===== src/rtl/imem_pkg.sv =====
// -----------------------------------------------------------------------------
// imem_pkg
// Shared constants and types for the loadable instruction memory.
//   OPC_NOP / OPC_HLT : reference opcodes of the 8-bit core (all-zero / all-ones)
//   imem_state_e      : loader state (empty, loading, running)
// No ports; imported by imem_loadable and its sub-modules.
// -----------------------------------------------------------------------------
package imem_pkg;

    localparam logic [7:0] OPC_NOP = 8'h00;
    localparam logic [7:0] OPC_HLT = 8'hFF;

    typedef enum logic [1:0] {
        ST_EMPTY = 2'd0,
        ST_LOAD  = 2'd1,
        ST_RUN   = 2'd2
    } imem_state_e;

endpackage


===== src/rtl/imem_loadable_if.sv =====
// -----------------------------------------------------------------------------
// imem_loadable_if
// Bundles the program-load port and the fetch port of the instruction memory.
//   master : program loader / core side (drives load_* requests and fetches)
//   slave  : memory side (imem_loadable)
// fetch_err exists only when IMEM_PARITY_EN is defined.
// -----------------------------------------------------------------------------
interface imem_loadable_if #(
    parameter int DATA_W = 8,
    parameter int ADDR_W = 4
);
    logic              load_start;
    logic              load_valid;
    logic [DATA_W-1:0] load_data;
    logic              load_last;
    logic              load_ready;
    logic              load_done;
    logic              run;
    logic [ADDR_W:0]   prog_len;
    logic              fetch_en;
    logic [ADDR_W-1:0] fetch_addr;
    logic [DATA_W-1:0] instr;
    logic              instr_valid;
`ifdef IMEM_PARITY_EN
    logic              fetch_err;
`endif

    modport master (
        output load_start, load_valid, load_data, load_last, fetch_en, fetch_addr,
        input  load_ready, load_done, run, prog_len, instr, instr_valid
`ifdef IMEM_PARITY_EN
        , input fetch_err
`endif
    );

    modport slave (
        input  load_start, load_valid, load_data, load_last, fetch_en, fetch_addr,
        output load_ready, load_done, run, prog_len, instr, instr_valid
`ifdef IMEM_PARITY_EN
        , output fetch_err
`endif
    );

endinterface


===== src/rtl/imem_array.sv =====
// -----------------------------------------------------------------------------
// imem_array
// Simple dual-port RAM: synchronous write, synchronous registered read, no
// reset. Contents are only meaningful where the owner has written them.
//   clk      : clock
//   we_i     : write enable        waddr_i : write address   wdata_i : write data
//   re_i     : read enable         raddr_i : read address    rdata_o : read data
// rdata_o holds its last value while re_i is low.
// -----------------------------------------------------------------------------
module imem_array #(
    parameter int WIDTH  = 8,
    parameter int ADDR_W = 4
) (
    input  logic              clk,
    input  logic              we_i,
    input  logic [ADDR_W-1:0] waddr_i,
    input  logic [WIDTH-1:0]  wdata_i,
    input  logic              re_i,
    input  logic [ADDR_W-1:0] raddr_i,
    output logic [WIDTH-1:0]  rdata_o
);
    localparam int DEPTH = 2 ** ADDR_W;

    logic [WIDTH-1:0] mem_q [DEPTH];
    logic [WIDTH-1:0] rdata_q;

    // Storage write port
    always_ff @(posedge clk) begin
        if (we_i) begin
            mem_q[waddr_i] <= wdata_i;
        end
    end

    // Registered read port
    always_ff @(posedge clk) begin
        if (re_i) begin
            rdata_q <= mem_q[raddr_i];
        end
    end

    assign rdata_o = rdata_q;

endmodule


===== src/rtl/imem_loadable.sv =====
// -----------------------------------------------------------------------------
// imem_loadable
// Loadable instruction memory. A program is streamed in over the load port,
// then fetched with one-cycle latency. Any address at or beyond the loaded
// program length reads as HLT, so stale array contents are never executed.
//   clk, rst_n : clock, asynchronous active-low reset
//   bus        : imem_loadable_if.slave (load port, status, fetch port)
// Optional feature macro: IMEM_PARITY_EN adds an even-parity bit per word and
// the fetch_err output.
// -----------------------------------------------------------------------------
module imem_loadable
    import imem_pkg::*;
#(
    parameter int DATA_W = 8,
    parameter int ADDR_W = 4
) (
    input  logic             clk,
    input  logic             rst_n,
    imem_loadable_if.slave   bus
);
    localparam int DEPTH = 2 ** ADDR_W;
`ifdef IMEM_PARITY_EN
    localparam int MEM_W = DATA_W + 1;
`else
    localparam int MEM_W = DATA_W;
`endif
    localparam logic [DATA_W-1:0] HLT_WORD = {DATA_W{1'b1}};
    localparam logic [ADDR_W-1:0] LAST_PTR = {ADDR_W{1'b1}};
    localparam logic [ADDR_W:0]   LEN_ONE  = {{ADDR_W{1'b0}}, 1'b1};

`ifdef IMEM_PARITY_EN
    function automatic logic even_parity_f(input logic [DATA_W-1:0] d);
        return ^d;
    endfunction
`endif

    imem_state_e       state_q, state_d;
    logic [ADDR_W-1:0] wr_ptr_q, wr_ptr_d;
    logic [ADDR_W:0]   prog_len_q, prog_len_d;
    logic              load_done_q, load_done_d;
    logic              fetch_hit_q, fetch_hit_d;
    logic              instr_valid_q;
    logic              load_ready_s, run_s;
    logic              wr_s, end_load_s;
    logic [MEM_W-1:0]  wdata_s, rdata_s;

    // A word is accepted only in LOAD and only when no restart is requested.
    assign wr_s       = (state_q == ST_LOAD) && bus.load_valid && !bus.load_start;
    assign end_load_s = wr_s && (bus.load_last || (wr_ptr_q == LAST_PTR));

`ifdef IMEM_PARITY_EN
    assign wdata_s = {even_parity_f(bus.load_data), bus.load_data};
`else
    assign wdata_s = bus.load_data;
`endif

    // FSM state register
    always_ff @(posedge clk or negedge rst_n) begin
        if (!rst_n) begin
            state_q <= ST_EMPTY;
        end else begin
            state_q <= state_d;
        end
    end

    // FSM next-state logic; load_start restarts the load from any state
    always_comb begin
        state_d = state_q;
        case (state_q)
            ST_EMPTY: begin
                if (bus.load_start) state_d = ST_LOAD;
                else                state_d = ST_EMPTY;
            end
            ST_LOAD: begin
                if (bus.load_start)   state_d = ST_LOAD;
                else if (end_load_s)  state_d = ST_RUN;
                else                  state_d = ST_LOAD;
            end
            ST_RUN: begin
                if (bus.load_start) state_d = ST_LOAD;
                else                state_d = ST_RUN;
            end
            default: state_d = ST_EMPTY;
        endcase
    end

    // FSM output decode
    always_comb begin
        load_ready_s = 1'b0;
        run_s        = 1'b0;
        case (state_q)
            ST_LOAD: load_ready_s = 1'b1;
            ST_RUN:  run_s        = 1'b1;
            default: begin
                load_ready_s = 1'b0;
                run_s        = 1'b0;
            end
        endcase
    end

    // Next values for write pointer, program length, done pulse and fetch mask
    always_comb begin
        wr_ptr_d   = wr_ptr_q;
        prog_len_d = prog_len_q;
        if (bus.load_start) begin
            wr_ptr_d   = {ADDR_W{1'b0}};
            prog_len_d = {(ADDR_W + 1){1'b0}};
        end else if (wr_s) begin
            prog_len_d = prog_len_q + LEN_ONE;
            // Pointer saturates on the last slot instead of wrapping.
            if (wr_ptr_q != LAST_PTR) wr_ptr_d = wr_ptr_q + {{(ADDR_W - 1){1'b0}}, 1'b1};
            else                      wr_ptr_d = wr_ptr_q;
        end else begin
            wr_ptr_d   = wr_ptr_q;
            prog_len_d = prog_len_q;
        end
        load_done_d = end_load_s && !bus.load_start;
        // Only in-program RUN fetches see array data; a same-cycle restart masks.
        fetch_hit_d = (state_q == ST_RUN) && !bus.load_start
                      && ({1'b0, bus.fetch_addr} < prog_len_q);
    end

    // Datapath registers
    always_ff @(posedge clk or negedge rst_n) begin
        if (!rst_n) begin
            wr_ptr_q      <= {ADDR_W{1'b0}};
            prog_len_q    <= {(ADDR_W + 1){1'b0}};
            load_done_q   <= 1'b0;
            fetch_hit_q   <= 1'b0;
            instr_valid_q <= 1'b0;
        end else begin
            wr_ptr_q      <= wr_ptr_d;
            prog_len_q    <= prog_len_d;
            load_done_q   <= load_done_d;
            instr_valid_q <= bus.fetch_en;
            // Mask flag holds with the read register so instr holds too.
            if (bus.fetch_en) fetch_hit_q <= fetch_hit_d;
            else              fetch_hit_q <= fetch_hit_q;
        end
    end

    imem_array #(
        .WIDTH  (MEM_W),
        .ADDR_W (ADDR_W)
    ) u_array (
        .clk     (clk),
        .we_i    (wr_s),
        .waddr_i (wr_ptr_q),
        .wdata_i (wdata_s),
        .re_i    (bus.fetch_en),
        .raddr_i (bus.fetch_addr),
        .rdata_o (rdata_s)
    );

    assign bus.load_ready  = load_ready_s;
    assign bus.run         = run_s;
    assign bus.load_done   = load_done_q;
    assign bus.prog_len    = prog_len_q;
    assign bus.instr_valid = instr_valid_q;
    assign bus.instr       = fetch_hit_q ? rdata_s[DATA_W-1:0] : HLT_WORD;
`ifdef IMEM_PARITY_EN
    assign bus.fetch_err   = instr_valid_q && fetch_hit_q
                             && (even_parity_f(rdata_s[DATA_W-1:0]) != rdata_s[DATA_W]);
`endif

endmodule


===== src/flat_wrapper.sv =====
// flat-port wrapper written by rule: the top's interface ports become plain ports
module imem_loadable_flat import imem_pkg::*;
#(
    parameter int DATA_W = 8,
    parameter int ADDR_W = 4
)
  (clk, rst_n, bus_load_start, bus_load_valid, bus_load_data, bus_load_last, bus_fetch_en, bus_fetch_addr, bus_load_ready, bus_load_done, bus_run, bus_prog_len, bus_instr, bus_instr_valid);
  imem_loadable_if #(.DATA_W(DATA_W), .ADDR_W(ADDR_W)) bus_i ();
  input  logic clk;
  input  logic rst_n;
  input wire logic [$bits(bus_i.load_start)-1:0] bus_load_start;
  input wire logic [$bits(bus_i.load_valid)-1:0] bus_load_valid;
  input wire logic [$bits(bus_i.load_data)-1:0] bus_load_data;
  input wire logic [$bits(bus_i.load_last)-1:0] bus_load_last;
  input wire logic [$bits(bus_i.fetch_en)-1:0] bus_fetch_en;
  input wire logic [$bits(bus_i.fetch_addr)-1:0] bus_fetch_addr;
  output wire logic [$bits(bus_i.load_ready)-1:0] bus_load_ready;
  output wire logic [$bits(bus_i.load_done)-1:0] bus_load_done;
  output wire logic [$bits(bus_i.run)-1:0] bus_run;
  output wire logic [$bits(bus_i.prog_len)-1:0] bus_prog_len;
  output wire logic [$bits(bus_i.instr)-1:0] bus_instr;
  output wire logic [$bits(bus_i.instr_valid)-1:0] bus_instr_valid;
  assign bus_i.load_start = bus_load_start;
  assign bus_i.load_valid = bus_load_valid;
  assign bus_i.load_data = bus_load_data;
  assign bus_i.load_last = bus_load_last;
  assign bus_i.fetch_en = bus_fetch_en;
  assign bus_i.fetch_addr = bus_fetch_addr;
  assign bus_load_ready = bus_i.load_ready;
  assign bus_load_done = bus_i.load_done;
  assign bus_run = bus_i.run;
  assign bus_prog_len = bus_i.prog_len;
  assign bus_instr = bus_i.instr;
  assign bus_instr_valid = bus_i.instr_valid;
  imem_loadable #(.DATA_W(DATA_W), .ADDR_W(ADDR_W)) u_core (.clk(clk), .rst_n(rst_n), .bus(bus_i));
endmodule

===== config.mk =====
export PLATFORM = sky130hd
export DESIGN_NAME = imem_loadable_flat
export DESIGN_NICKNAME = d
export VERILOG_FILES = /design/src/rtl/imem_pkg.sv /design/src/rtl/imem_loadable_if.sv /design/src/rtl/imem_array.sv /design/src/rtl/imem_loadable.sv /design/src/flat_wrapper.sv
export SDC_FILE = /design/constraint.sdc
export NUM_CORES = 1
export LEC_CHECK = 0
export CAP_MARGIN = 20
export CORE_UTILIZATION = 60
export DETAILED_ROUTE_END_ITERATION = 8
export PLACE_DENSITY_LB_ADDON = 0.15
export SLEW_MARGIN = 20
export SYNTH_ARGS = -nofsm -noshare
export SYNTH_HDL_FRONTEND = slang
export SYNTH_SLANG_ARGS = --single-unit
export TNS_END_PERCENT = 20

===== constraint.sdc =====
create_clock -name clk -period 3.3 [get_ports clk]
set_input_delay 0.825 -clock clk [delete_from_list [all_inputs] [get_ports clk]]
set_output_delay 0.825 -clock clk [all_outputs]
set_load 0.1 [all_outputs]

After elaboration in Yosys (flattened, before gate mapping)
Memory sizes are Yosys's and may differ from the RTL's. A register that Yosys moved wholly into a read port is not among the register bits.
Index checks and enable logic that the tools add are counted.
- add/subtract/negate cells: 2
- multipliers: 0
- div/mod/pow operators: 0
- magnitude comparators: 1
- equal/unequal tests: 4
- shifts and indexed selects: 0
- mux-type cells: 15
- bitwise logic cells: 0
- reduce and logical (&&, ||, !) cells: 12
- operators with widths (cell ; count):
    two-way mux 4 bit ; 3
    two-way mux 5 bit ; 2
    two-way mux 8 bit ; 1
    logical AND 1 bit ; 6
    two-way mux 2 bit ; 3
    case mux 2 bit (3 select lines) ; 1
    adder 5 x 1 -> 5 bit (second input constant) ; 1
    < comparator 4 x 5 -> 1 bit ; 1
    two-way mux 1 bit ; 5
    adder 4 x 1 -> 4 bit (second input constant) ; 1
    equality test 4 bit (second input constant) ; 1
    != test 4 bit (second input constant) ; 1
    nonzero test 2 bit ; 2
    equality test 2 x 1 -> 1 bit (second input constant) ; 1
    equality test 2 bit (second input constant) ; 1
    logical NOT 2 bit ; 1
    AND reduction 2 bit ; 1
    logical NOT 1 bit ; 1
    logical OR 1 bit ; 1
- register bits after elaboration: 14
- latch bits: 0
- memory bits (writable): 128
- memory bits (read-only): 0
- bits of input ports: 18
- output and inout bits: 17
- logic and storage cells: 41
- memories kept: 1
- memories (memory ; depth ; bits a word ; read ports ; clocked after memory_dff ; wr ports ; line ; text):
    u_core.u_array.mem_q ; 16 ; 8 ; 1 ; 1 ; 1 ; imem_array.sv:24 ; logic [WIDTH-1:0] mem_q [DEPTH];

Depth between registers and ports, before layout
- depth in word-level cells: 7
- mapped depth: 6
- mapped depth without buffers: 6

By module
From an unflattened synthesis, not the netlist that was laid out.
- cell total of the unflattened synthesis: 309
- area total of the unflattened synthesis: 5995.8 µm²
- by module, submodules not included (module ; times used ; cells each ; area an instance (µm²) ; sequential area each (µm²)):
    imem_array ; 1 ; 229 ; 5227.5 ; 4083.9
    imem_loadable ; 1 ; 80 ; 768.2 ; 350.3

Least setup slack after synthesis
No wires, ideal clock.
- path type: flip-flop to output port
- from: reg u_core.state_q[1]
- to: out bus_load_ready
- data arrival time: 1.727 ns
- required time: 2.475 ns
- path slack: 0.748 ns
- cell stages (with the launch flop): 2
- buffers on the path: 0
- cells stage by stage: dfrtp_1 -> nor2b_1
- word-level cells in the longest chain between the ends: 2
- RTL lines (what ; line ; text):
    start, declared ; imem_loadable.sv:37 ; imem_state_e state_q, state_d;
    start signal, assigned ; imem_loadable.sv:62 ; state_q <= state_d;
    equality test 2 x 1 -> 1 bit ; imem_loadable.sv:91 ; case (state_q)
    two-way mux 1 bit ; imem_loadable.sv:91 ;
    end, declared ; flat_wrapper.sv:17 ; output wire logic [$bits(bus_i.load_ready)-1:0] bus_load_ready;
No other way between the ends.

Worst setup path after layout
- from: reg u_core.state_q[0]
- to: out bus_run
- word-level cells in the longest chain between the ends: 2
- RTL lines (what ; line ; text):
    equality test 2 bit ; imem_loadable.sv:91 ;
    two-way mux 1 bit ; imem_loadable.sv:91 ;
    end, declared ; flat_wrapper.sv:19 ; output wire logic [$bits(bus_i.run)-1:0] bus_run;
No other way between the ends.

==> reports/metrics.csv <==
stage,metric,value,unit
drt,dr.pass1.iters,5,
floorplanning,rows,36,
cells_and_area,final_common_cell,edfxtp_1,
logic_synthesis,ys_ff_latch,150,
worst_setup_path,required,2470,ps
cells_and_area,antenna_cells,0,
clock_network,cts_resized,0,
logic_synthesis,ys_seq_area_share,72.9,%
clock_network,cts_tree,done,
logic_synthesis,yosysUniqueCellTypes,40,
worst_setup_path,worstSetupPathDepth,3,
global_routing,overflow,0,
sta,tightest_slew,697,ps
placement,dp.final_hpwl,7310,um
logic_synthesis,yosys.area_share.adder,1.65,%
sta,finalSetupViolCount,0,
drt,num_vias,3010,
logic_synthesis,synth_compound_gate_area_share,3.19,%
sta,clock.fmax,429,MHz
cells_and_area,layout.nets,385,
clock_network,clock-sinks,150,
worst_setup_path,cp_cell_sequence,nand2b_1 -> inv_1 -> buf_4,
job,drv_cap,0,
clock_network,post_cts_buffers,0,
global_routing,grt_max_degree,34,
worst_setup_path,slowest_stage,dfrtp_1,
clock_network,path_clk_slew,60,ps
floorplanning,die-area,10500,sq um
drt,drt_wl_total,11600,um
run_status,status,"finished, final reports clean",
worst_setup_path,worst_r2r_path_depth,3,
worst_setup_path,crit_path_start_kind,flip-flop,
floorplanning,die_h,103,um
logic_synthesis,syn_nets,340,
worst_setup_path,critPathCaptureType,output port,
clock_network,htreeDepth,4,
drt,drtIter0Drc,216,
global_routing,antenna_found_initial,0,
worst_setup_path,path_delay_family,flip-flops,
logic_synthesis,syn_area,6080,sq um
drt,drc,0,
worst_hold_path,min_path_cells,1,
sta,finalSetupTns,0,ps
worst_setup_path,worstPathArrival,1500,ps
worst_setup_path,crit_buf_inv,2,
clock_network,hold_buffers,0,
drt,wl_per_cell,23.0,um
worst_setup_path,crit_fanout,5,
pwr,ir_drop,0.400,mV
worst_setup_path,critical_path_class,flip-flop to output port,
drt,avgViaCountPerCell,5.96,
worst_hold_path,hold_class,flip-flop to flip-flop,
drt,postRouteAntennaNets,0,
pwr,fin_total_pwr,4.21,mW
placement,place.port_buffers,34,
pwr,p_per_area,596,nW/um^2
logic_synthesis,synth-edff-count,136,
sta,skew,11.6,ps
floorplanning,pin_count,35,
logic_synthesis,synthFlopType,edfxtp_1,
floorplanning,initial_utilization,61.9,%
logic_synthesis,synthXorXnorAreaFrac,0.720,%
sta,hold_viol_final,0,
logic_synthesis,syn_avg_cell_area,19.4,sq um
worst_setup_path,max_stage_delay,410,ps
logic_synthesis,synthArstFlopShare,9.33,%
pwr,leakagePower,2.45,nW
sta,timing.final.max_slew_violations,0,
clock_network,clkLatencyLatePin,530,ps
floorplanning,die_w,103,um
global_routing,grt_pass1_wl,17400,um
floorplanning,core_area,9820,sq um
sta,layout_setup_ws,971,ps
clock_network,cts-buffers-inserted,17,
logic_synthesis,yosys.area_share.simple,6.46,%
logic_synthesis,synth_top_family_by_area,multiplexers,
placement,pre_cts_ws,493,ps
clock_network,cts-root-buf,clkbuf_8,
global_routing,grt_pass1_vias,3022,
sta,fin_crit,2330,ps
logic_synthesis,muxShareOfSynthArea,12.8,%
logic_synthesis,syn_inst,314,
global_routing,track_usage,24.9,%
cells_and_area,final_cell_mix,"edfxtp_1 (136), buf_4 (21), mux4_2 (17)",
clock_network,cts.path.max_buffers,2,
cells_and_area,areaGrowthSynthToFinish,16.0,%
sta,period_share,70.6,%
logic_synthesis,synth_warnings,0,
sta,slew_headroom,53.4,%
sta,rsz0062_at_grt,false,
cells_and_area,drive_gt1_share,19.9,%
placement,gp_congestion,0.792,
-- path summary, 6_finish.rpt --
check | endpoint | slack [ps] | start
max | bus_run | 970 | u_core.state_q[0]
min | u_core.state_q[0] | 490 | u_core.state_q[1]
min reg2reg | u_core.state_q[0] | 490 | u_core.state_q[1]
min in group asynchronous | u_core.fetch_hit_q | 710 | rst_n
max reg2reg | u_core.u_array.mem_q[1][5] | 1320 | u_core.state_q[1]
max in group asynchronous | u_core.bus.prog_len[1] | 2150 | rst_n
-- power breakdown --
group | leakage [nW] | internal, mW | switching (mW) | total (mW)
sequential | 1.42 | 2.10 | 0.0138 | 2.12
combinational | 0.759 | 0.102 | 0.180 | 0.282
clock | 0.268 | 1.02 | 0.792 | 1.81
-- per-layer routing --
layer	wire length [um]	track usage [%]	up-vias
li1	-	-	1361
met1	4840	32.9	1544
met2	5940	39.6	85
met3	603	6.44	20
met4	226	10.9	0
met5	0	0	-
-- sequential cells by signal, indices dropped and copies added, names as in the netlist --
signal / flops
u_core.state_q: 2
u_core.fetch_hit_q: 1
u_core.bus.instr_valid: 1
u_core.u_array.mem_q: 128
u_core.wr_ptr_q: 4
u_core.u_array.rdata_o: 8
u_core.bus.prog_len: 5
u_core.bus.load_done: 1
-- kinds of logic (layout without fill, tap and decap cells) --
group           Yosys count  in the layout
buf+inv                  21             79
mux                      32             32
fa+ha+maj                 8              8
flops                   150            150
simple gates             70             70
xor+xnor                  5              5
compound gates           28             28
-- layout make-up --
class	count	area (sq um)
well taps	133	166
flip-flops and latches	150	4430
clock buffers	17	414
clock inverters	15	144
multi-input cells	143	1510
fillers	651	2760
repair buffers	40	363
inverters	7	26.3
-- Yosys cell counts (2+ instances only) --
library cell	number	area (sq um)
dfrtp_1	14	350
clkdlybuf4s25_2	2	20.0
a22oi_1	16	120
ha_1	8	100
nor3_1	2	10.0
nand2_1	14	52.6
xnor2_1	4	35.0
edfxtp_1	136	4080
nor2_1	9	33.8
nand2b_1	10	62.6
buf_2	3	15.0
buf_6	2	22.5
a21oi_1	7	35.0
nand3_1	3	15.0
and3b_1	2	17.5
and2_1	16	100
mux4_2	17	383
nor2b_1	5	31.3
nand4_1	2	12.5
clkbuf_1	2	7.51
mux4_1	15	394
inv_1	7	26.3
-- through the flow --
step	instances	instance area, sq um	util (%)	hold slack, ps
6_report	505	7060	71.9	493
3_3_place_gp	473	6500	66.2	477
3_5_place_dp	473	6500	66.2	481
2_1_floorplan	314	6080	-	459
5_1_grt	505	7060	71.9	522
4_1_cts	505	7060	71.9	494
Power figures use the tool's default switching activity.
